[config.mk]
export PLATFORM = sky130hd
export DESIGN_NAME = sram_arbiter_flat
export DESIGN_NICKNAME = d
export VERILOG_FILES = /design/src/rtl/sram_arbiter_if.sv /design/src/rtl/sram_arbiter.sv /design/src/flat_wrapper.sv
export SDC_FILE = /design/constraint.sdc
export NUM_CORES = 1
export LEC_CHECK = 0
export BUFFER_PORTS_ARGS = -buffer_cell sky130_fd_sc_hd__buf_2
export CAP_MARGIN = 0
export CORE_AREA = 2 2 106 108
export CTS_CLUSTER_SIZE = 28
export DETAILED_ROUTE_END_ITERATION = 8
export DIE_AREA = 0 0 108 110
export PLACE_DENSITY = 0.6
export SLEW_MARGIN = 20
export SYNTH_ARGS = -nofsm -noshare
export SYNTH_HDL_FRONTEND = slang
export SYNTH_SLANG_ARGS = --single-unit
[constraint.sdc]
create_clock -name clk -period 1.6 [get_ports clk]
set_input_delay 0.16 -clock clk [delete_from_list [all_inputs] [get_ports clk]]
set_output_delay 0.16 -clock clk [all_outputs]
set_load 0.01 [all_outputs]
[src/rtl/sram_arbiter_if.sv]
// sram_arbiter_if: fetch/mem request-response and SRAM macro bus bundle
interface sram_arbiter_if;
  logic cancel, inst_req, inst_gnt, inst_rvalid;
  logic data_req, data_gnt, data_rvalid, sram_en;
  logic [3:0] data_wen, sram_wen;
  logic [31:0] inst_addr, inst_rdata, data_addr, data_wdata, data_rdata;
  logic [31:0] sram_addr, sram_wdata, sram_rdata;
  modport master(
    output cancel, inst_req, inst_addr, data_req, data_wen, data_addr, data_wdata, sram_rdata,
    input inst_gnt, inst_rvalid, inst_rdata, data_gnt, data_rvalid, data_rdata,
    input sram_en, sram_wen, sram_addr, sram_wdata
  );
  modport slave(
    input cancel, inst_req, inst_addr, data_req, data_wen, data_addr, data_wdata, sram_rdata,
    output inst_gnt, inst_rvalid, inst_rdata, data_gnt, data_rvalid, data_rdata,
    output sram_en, sram_wen, sram_addr, sram_wdata
  );
endinterface

[src/rtl/sram_arbiter.sv]
// sram_arbiter: shares one 1-cycle-latency SRAM between fetch and mem stage, data-first with starvation bound
module sram_arbiter #(
  parameter int STARVE_MAX = 4
) (
  input logic clk,
  input logic reset,
  sram_arbiter_if.slave bus
);
  localparam logic [3:0] SMAX = 4'(STARVE_MAX);
  typedef enum logic [1:0] {IDLE, INST_RD, DATA_RD} owner_t;
  owner_t owner, owner_nxt;
  logic [3:0] starve_cnt, starve_nxt;
  logic igt, dgt;
  always_comb begin
    igt = bus.inst_req & ~bus.cancel & ~reset & (~bus.data_req | starve_cnt == SMAX);
    dgt = bus.data_req & ~reset & ~igt;
    owner_nxt = igt ? INST_RD : (dgt && bus.data_wen == 4'd0) ? DATA_RD : IDLE;
    // a cancelled inst request that loses to data leaves the count unchanged
    starve_nxt = (igt | ~bus.inst_req) ? 4'd0 :
                 (dgt & ~bus.cancel & starve_cnt != SMAX) ? starve_cnt + 4'd1 : starve_cnt;
  end
  always_ff @(posedge clk) begin
    if (reset) begin
      owner <= IDLE;
      starve_cnt <= 4'd0;
    end else begin
      owner <= owner_nxt;
      starve_cnt <= starve_nxt;
    end
  end
  assign bus.inst_gnt = igt;
  assign bus.data_gnt = dgt;
  assign bus.sram_en = igt | dgt;
  assign bus.sram_addr = dgt ? bus.data_addr : igt ? bus.inst_addr : 32'd0;
  assign bus.sram_wen = dgt ? bus.data_wen : 4'd0;
  assign bus.sram_wdata = dgt ? bus.data_wdata : 32'd0;
  assign bus.inst_rvalid = owner == INST_RD && !bus.cancel && !reset;
  assign bus.data_rvalid = owner == DATA_RD && !reset;
  assign bus.inst_rdata = bus.sram_rdata;
  assign bus.data_rdata = bus.sram_rdata;
endmodule

[src/flat_wrapper.sv]
// flat-port wrapper written by rule: the top's interface ports become plain ports
module sram_arbiter_flat 
#(
  parameter int STARVE_MAX = 4
)
  (clk, reset, bus_cancel, bus_inst_req, bus_inst_addr, bus_data_req, bus_data_wen, bus_data_addr, bus_data_wdata, bus_sram_rdata, bus_inst_gnt, bus_inst_rvalid, bus_inst_rdata, bus_data_gnt, bus_data_rvalid, bus_data_rdata, bus_sram_en, bus_sram_wen, bus_sram_addr, bus_sram_wdata);
  sram_arbiter_if bus_i ();
  input logic clk;
  input logic reset;
  input wire logic [$bits(bus_i.cancel)-1:0] bus_cancel;
  input wire logic [$bits(bus_i.inst_req)-1:0] bus_inst_req;
  input wire logic [$bits(bus_i.inst_addr)-1:0] bus_inst_addr;
  input wire logic [$bits(bus_i.data_req)-1:0] bus_data_req;
  input wire logic [$bits(bus_i.data_wen)-1:0] bus_data_wen;
  input wire logic [$bits(bus_i.data_addr)-1:0] bus_data_addr;
  input wire logic [$bits(bus_i.data_wdata)-1:0] bus_data_wdata;
  input wire logic [$bits(bus_i.sram_rdata)-1:0] bus_sram_rdata;
  output wire logic [$bits(bus_i.inst_gnt)-1:0] bus_inst_gnt;
  output wire logic [$bits(bus_i.inst_rvalid)-1:0] bus_inst_rvalid;
  output wire logic [$bits(bus_i.inst_rdata)-1:0] bus_inst_rdata;
  output wire logic [$bits(bus_i.data_gnt)-1:0] bus_data_gnt;
  output wire logic [$bits(bus_i.data_rvalid)-1:0] bus_data_rvalid;
  output wire logic [$bits(bus_i.data_rdata)-1:0] bus_data_rdata;
  output wire logic [$bits(bus_i.sram_en)-1:0] bus_sram_en;
  output wire logic [$bits(bus_i.sram_wen)-1:0] bus_sram_wen;
  output wire logic [$bits(bus_i.sram_addr)-1:0] bus_sram_addr;
  output wire logic [$bits(bus_i.sram_wdata)-1:0] bus_sram_wdata;
  assign bus_i.cancel = bus_cancel;
  assign bus_i.inst_req = bus_inst_req;
  assign bus_i.inst_addr = bus_inst_addr;
  assign bus_i.data_req = bus_data_req;
  assign bus_i.data_wen = bus_data_wen;
  assign bus_i.data_addr = bus_data_addr;
  assign bus_i.data_wdata = bus_data_wdata;
  assign bus_i.sram_rdata = bus_sram_rdata;
  assign bus_inst_gnt = bus_i.inst_gnt;
  assign bus_inst_rvalid = bus_i.inst_rvalid;
  assign bus_inst_rdata = bus_i.inst_rdata;
  assign bus_data_gnt = bus_i.data_gnt;
  assign bus_data_rvalid = bus_i.data_rvalid;
  assign bus_data_rdata = bus_i.data_rdata;
  assign bus_sram_en = bus_i.sram_en;
  assign bus_sram_wen = bus_i.sram_wen;
  assign bus_sram_addr = bus_i.sram_addr;
  assign bus_sram_wdata = bus_i.sram_wdata;
  sram_arbiter #(.STARVE_MAX(STARVE_MAX)) u_core (.clk(clk), .reset(reset), .bus(bus_i));
endmodule
# Word-level counts from Yosys, hierarchy flattened

Index checks and enable logic that the tools add are counted.

Add/sub/neg operators: 1
Equality and inequality tests: 4
Muxes and demuxes: 6
Bitwise operators: 15
Reductions and logical operators: 9

Operators with widths:

| operator                                                        | number |
|---|---|
| 32-bit 2-to-1 mux                                               | 3 |
| 1-bit AND                                                       | 7 |
| 1-bit inverter                                                  | 5 |
| 4-bit by 1-bit adder with 4-bit output, second input constant   | 1 |
| 4-bit by 3-bit == test with 1-bit output, second input constant | 1 |
| 1-bit logical AND                                               | 4 |
| 4-bit zero test                                                 | 1 |
| 4-bit 2-to-1 mux                                                | 1 |
| 4-bit by 3-bit != test with 1-bit output, second input constant | 1 |
| 2-bit OR reduction                                              | 2 |
| 1-bit OR                                                        | 3 |
| 2-bit by 1-bit == test with 1-bit output, second input constant | 1 |
| 2-bit == test, second input constant                            | 1 |
| 1-bit zero test                                                 | 2 |
| 2-bit 2-to-1 mux                                                | 1 |
| 1-bit 2-to-1 mux                                                | 1 |

Register bits: 6
Input port bits: 137
Word-level logic and storage cells: 38

# Logic depth before layout (Yosys ltp)

Depth in word-level cells: 9
Depth in mapped cells: 7
Mapped depth without buffers: 5

# Worst setup path before layout

Ideal clock, no wire load.

Path kind: reg-to-output
From: register u_core.starve_cnt[0]
To: output port bus_sram_addr[23]
Arrival: 1636 ps
Path slack: -196 ps
Stages on the path, launching flop included: 7
Buffers on the path: 1
Cells stage by stage: dfxtp_1 -> inv_1 -> ha_1 -> nand3b_4 -> a2111oi_4 -> buf_6 -> a22o_1

Longest elaborated chain between the ends: 6
Elaborated cells on any way between the ends: 7
Those cells by class: eq/ne: 1; mux: 2; bitwise: 4

RTL lines:

| element                                    | line               | RTL |
|---|---|---|
| from (decl)                                | sram_arbiter.sv:12 | `logic [3:0] starve_cnt, starve_nxt;` |
| from (signal assigned)                     | sram_arbiter.sv:28 | `starve_cnt <= starve_nxt;` |
| 4-bit by 3-bit == test with 1-bit output * | sram_arbiter.sv:15 | `igt = bus.inst_req & ~bus.cancel & ~reset & (~bus.data_req \| starve_cnt == SMAX);` |
| 1-bit OR *                                 | sram_arbiter.sv:15 |  |
| 1-bit AND *                                | sram_arbiter.sv:15 |  |
| named net bus_inst_gnt                     | flat_wrapper.sv:18 | `output wire logic [$bits(bus_i.inst_gnt)-1:0] bus_inst_gnt;` |
| 1-bit inverter                             | sram_arbiter.sv:16 | `dgt = bus.data_req & ~reset & ~igt;` |
| 1-bit AND                                  | sram_arbiter.sv:16 |  |
| 32-bit 2-to-1 mux *                        | sram_arbiter.sv:34 | `assign bus.sram_addr = dgt ? bus.data_addr : igt ? bus.inst_addr : 32'd0;` |
| to (decl)                                  | flat_wrapper.sv:26 | `output wire logic [$bits(bus_i.sram_addr)-1:0] bus_sram_addr;` |

Mark *: on every way through the listed nets, which the timed path passes. The rest lies on a longest branch.

# Worst setup path after layout

From: register u_core.starve_cnt[1]
To: output port bus_sram_addr[13]

Longest elaborated chain between the ends: 6
Elaborated cells on any way between the ends: 7
Those cells by class: eq/ne: 1; mux: 2; bitwise: 4

RTL lines:

| element                                    | line |
|---|---|
| 4-bit by 3-bit == test with 1-bit output * | sram_arbiter.sv:15 |
| 1-bit OR *                                 | sram_arbiter.sv:15 |
| 1-bit AND *                                | sram_arbiter.sv:15 |
| 1-bit inverter                             | sram_arbiter.sv:16 |
| 1-bit AND                                  | sram_arbiter.sv:16 |
| 32-bit 2-to-1 mux *                        | sram_arbiter.sv:34 |

Every way passes the cells marked *; elsewhere a longest branch is shown, timed or not.

==> metrics <==
outcome=finished with violations; violated checks=negative setup slack; Top FF cell, synth=dfxtp_1; met2 Use GR=between 10% and 20%; fin crit share=124%; pwr dens=approximately 340 mW/mm²; Core ar.=between 0.01 and 0.015 mm²; fin worst setup slack=-0.386 ns; actual transition at the worst max-transition pin=between 0.4 and 0.5 ns; Cell variety after synth=29; Max-cap violations=0; f_max=between 500 and 600 MHz; hold_buf cts=0; layout cell share with drive strength beyond 1=77.4%; final RePlAce weighted congestion=approximately 0.78; Worst-path clk slew=roughly 0.040 ns; antenna-violating nets left=0; critical path startpoint category=flop; final wirelength=~7600 µm; warning count from the yosys run=0; GR peak layer=met2; largest net degree at the start of global routing=26; final setup violation count=71; Reg2Reg Depth=7; clk_lat worst skew=roughly 0.22 ns; Max Buffers Root-to-Sink=2; Arrival @ worst endpoint=~1.8 ns; Post-Syn Area per Cell=about 7.9 µm²; Lkg Pwr=approximately 0.0014 µW; Synth Cell Area=approximately 0.0015 mm²; Place WS=-0.144 ns; GRT overflow=0; All-Layer GR Usage=a little over a tenth; Hold Startpoint=bus_data_wen[3]; Tmin final=slightly below 2 ns; Mapped Cells=around 190; final hold vios=0; hold path endpoint=u_core.owner[1]; post-DR vias/cell=slightly below 4; IO Pins=274; Crit Path Class=reg -> out; hold depth=3; commonest non-fill, non-tap cell in the layout=buf_2; fin util=roughly a quarter; DIE HEIGHT=between 100 and 150 µm; Worst R2R End=u_core.owner[1]; Placement Rows=38; clock skew=about 0.00041 ns; grt met1 use=around 14%; R2R Setup Slk=around 0.090 ns; top post-synthesis cells by area=buf_4 33%, a22o_1 19%, and2_1 15%; normalized max-slew margin=between 60% and 70%; vias in the first global route=around 1600; CTS H-tree lvls=1; Setup crit end kind=output pin; Min-Delay Path Class=in -> reg; port bufs=around 180; WL per Instance=~16 µm; RSZ-0062 raised after global routing=yes; critical path data required time=between 1 and 1.5 ns; number of nets in the layout=between 400 and 500; Sink Count=6; die area=between 0.01 and 0.015 mm²; Max FO, Critical Path=16; initial antenna violation count=4; Synth top area share=32.6%; HPWL Detailed=5610 µm; Root Buffer=clkbuf_8; ys async rst share=0%; grt met3 use=between 3 and 4%; DR pass1 iterations=4; CTS tree=yes; FF-to-FF Start=u_core.starve_cnt[1]; sequential share of the synthesized area=~8.1%; synthesized net count=between 300 and 400; Peak VDD IR=~0.32 mV; DRC violations left=0; Seq cells post-synth=6; DR iter-0 viols=86; most frequent cells in the layout=148 x buf_2, 35 x buf_6, 32 x a22o_1; initial core utilization=about 14%; Die Wd=roughly 110 µm; Inserted Clock Buffers=3; final slew viol count=0; Vias=roughly 1800; global-route wire length before repair=about 9300 µm; area delta synth->final=85.8%; Yosys top cell by area=buf_4; number of flops mapped to enable cells by yosys=0
-- worst max-delay path, stage by stage (launching register included) --
cell and delay, ns:
dfxtp_2 0.32, inv_2 0.06, ha_4 0.15, nand3b_4 0.09
a2111oi_4 0.31, buf_6 0.19, buf_12 0.15, a22o_1 0.18
buf_2 0.15
-- sequential cells by signal, indices dropped and copies added (netlist names) --
signal	flops
u_core.starve_cnt	4
u_core.owner	2
-- power breakdown --
| group | switching [µW] | internal (µW) |
|---|---|---|
| combinational | 226 | 331 |
| sequential | 0.680 | 152 |
| clock | 71.6 | 162 |
| total | 299 | 645 |
-- layer usage --
metal	wire length, µm	up-vias
met5	13	-
met4	244	2
met3	830	28
met2	3420	108
met1	3040	829
li1	-	860
-- worst max-delay path by stage --
stage / from / end / depth (start not counted)
after floorplan: u_core.starve_cnt[1] / bus_sram_addr[23] / 6
after global placement: u_core.starve_cnt[1] / bus_sram_addr[13] / 7
after detailed placement: u_core.starve_cnt[1] / bus_sram_addr[13] / 7
after CTS: u_core.starve_cnt[1] / bus_sram_addr[30] / 9
after global routing: u_core.starve_cnt[1] / bus_sram_addr[16] / 9
final: u_core.starve_cnt[1] / bus_sram_addr[13] / 8
-- kinds of logic after synthesis --
logic type / Yosys count / synth area share, %
adders and majority gates: 2 / 1.70
and+or+nand+nor: 53 / 24.9
DFF: 6 / 8.14
AOI/OAI and AO/OA: 45 / 26.1
buffers and inverters: 81 / 39.1
-- synth_stat cells (all sizes together), types with 2 or more instances --
| cell type | count |
|---|---|
| dfxtp | 6 |
| o211ai | 2 |
| ha | 2 |
| nor3b | 2 |
| clkbuf | 2 |
| nand2b | 2 |
| buf | 75 |
| and2 | 37 |
| a21oi | 4 |
| nand3 | 2 |
| nand4bb | 2 |
| inv | 4 |
| a2111oi | 2 |
| a22o | 32 |
| o21ai | 3 |
-- stage by stage --
stage	hold slack, ns	setup TNS, ns	power [µW]	cell area [µm²]	cells
6_report	0.254	-21.72	944	2740	460
5_1_grt	0.270	-26.95	1000	2740	459
3_3_place_gp	0.320	-1.09	551	2090	437
2_1_floorplan	0.277	-1.06	485	1490	187
4_1_cts	0.245	-20.91	907	2570	454
3_5_place_dp	0.320	-2.59	555	2090	437
-- what timing repair did --
| action | in CTS | in global routing |
|---|---|---|
| gates resized for setup | 44 | 29 |
| pin swaps | 16 | 9 |
| buffers inserted | 7 | 4 |
| setup endpoints to repair | 71 | 72 |
| cloned | 7 | 2 |
-- layout make-up --
| cell class | instances | area (µm²) |
|---|---|---|
| antenna | 1 | 2.50 |
| clock buffer | 3 | 41.3 |
| fill | 1198 | 7960 |
| inverter | 4 | 15.0 |
| multi-input combinational | 100 | 870 |
| sequential | 6 | 123 |
| tap | 140 | 175 |
| timing repair buffer | 206 | 1520 |
Note: power is estimated with default switching activity, not from simulation.
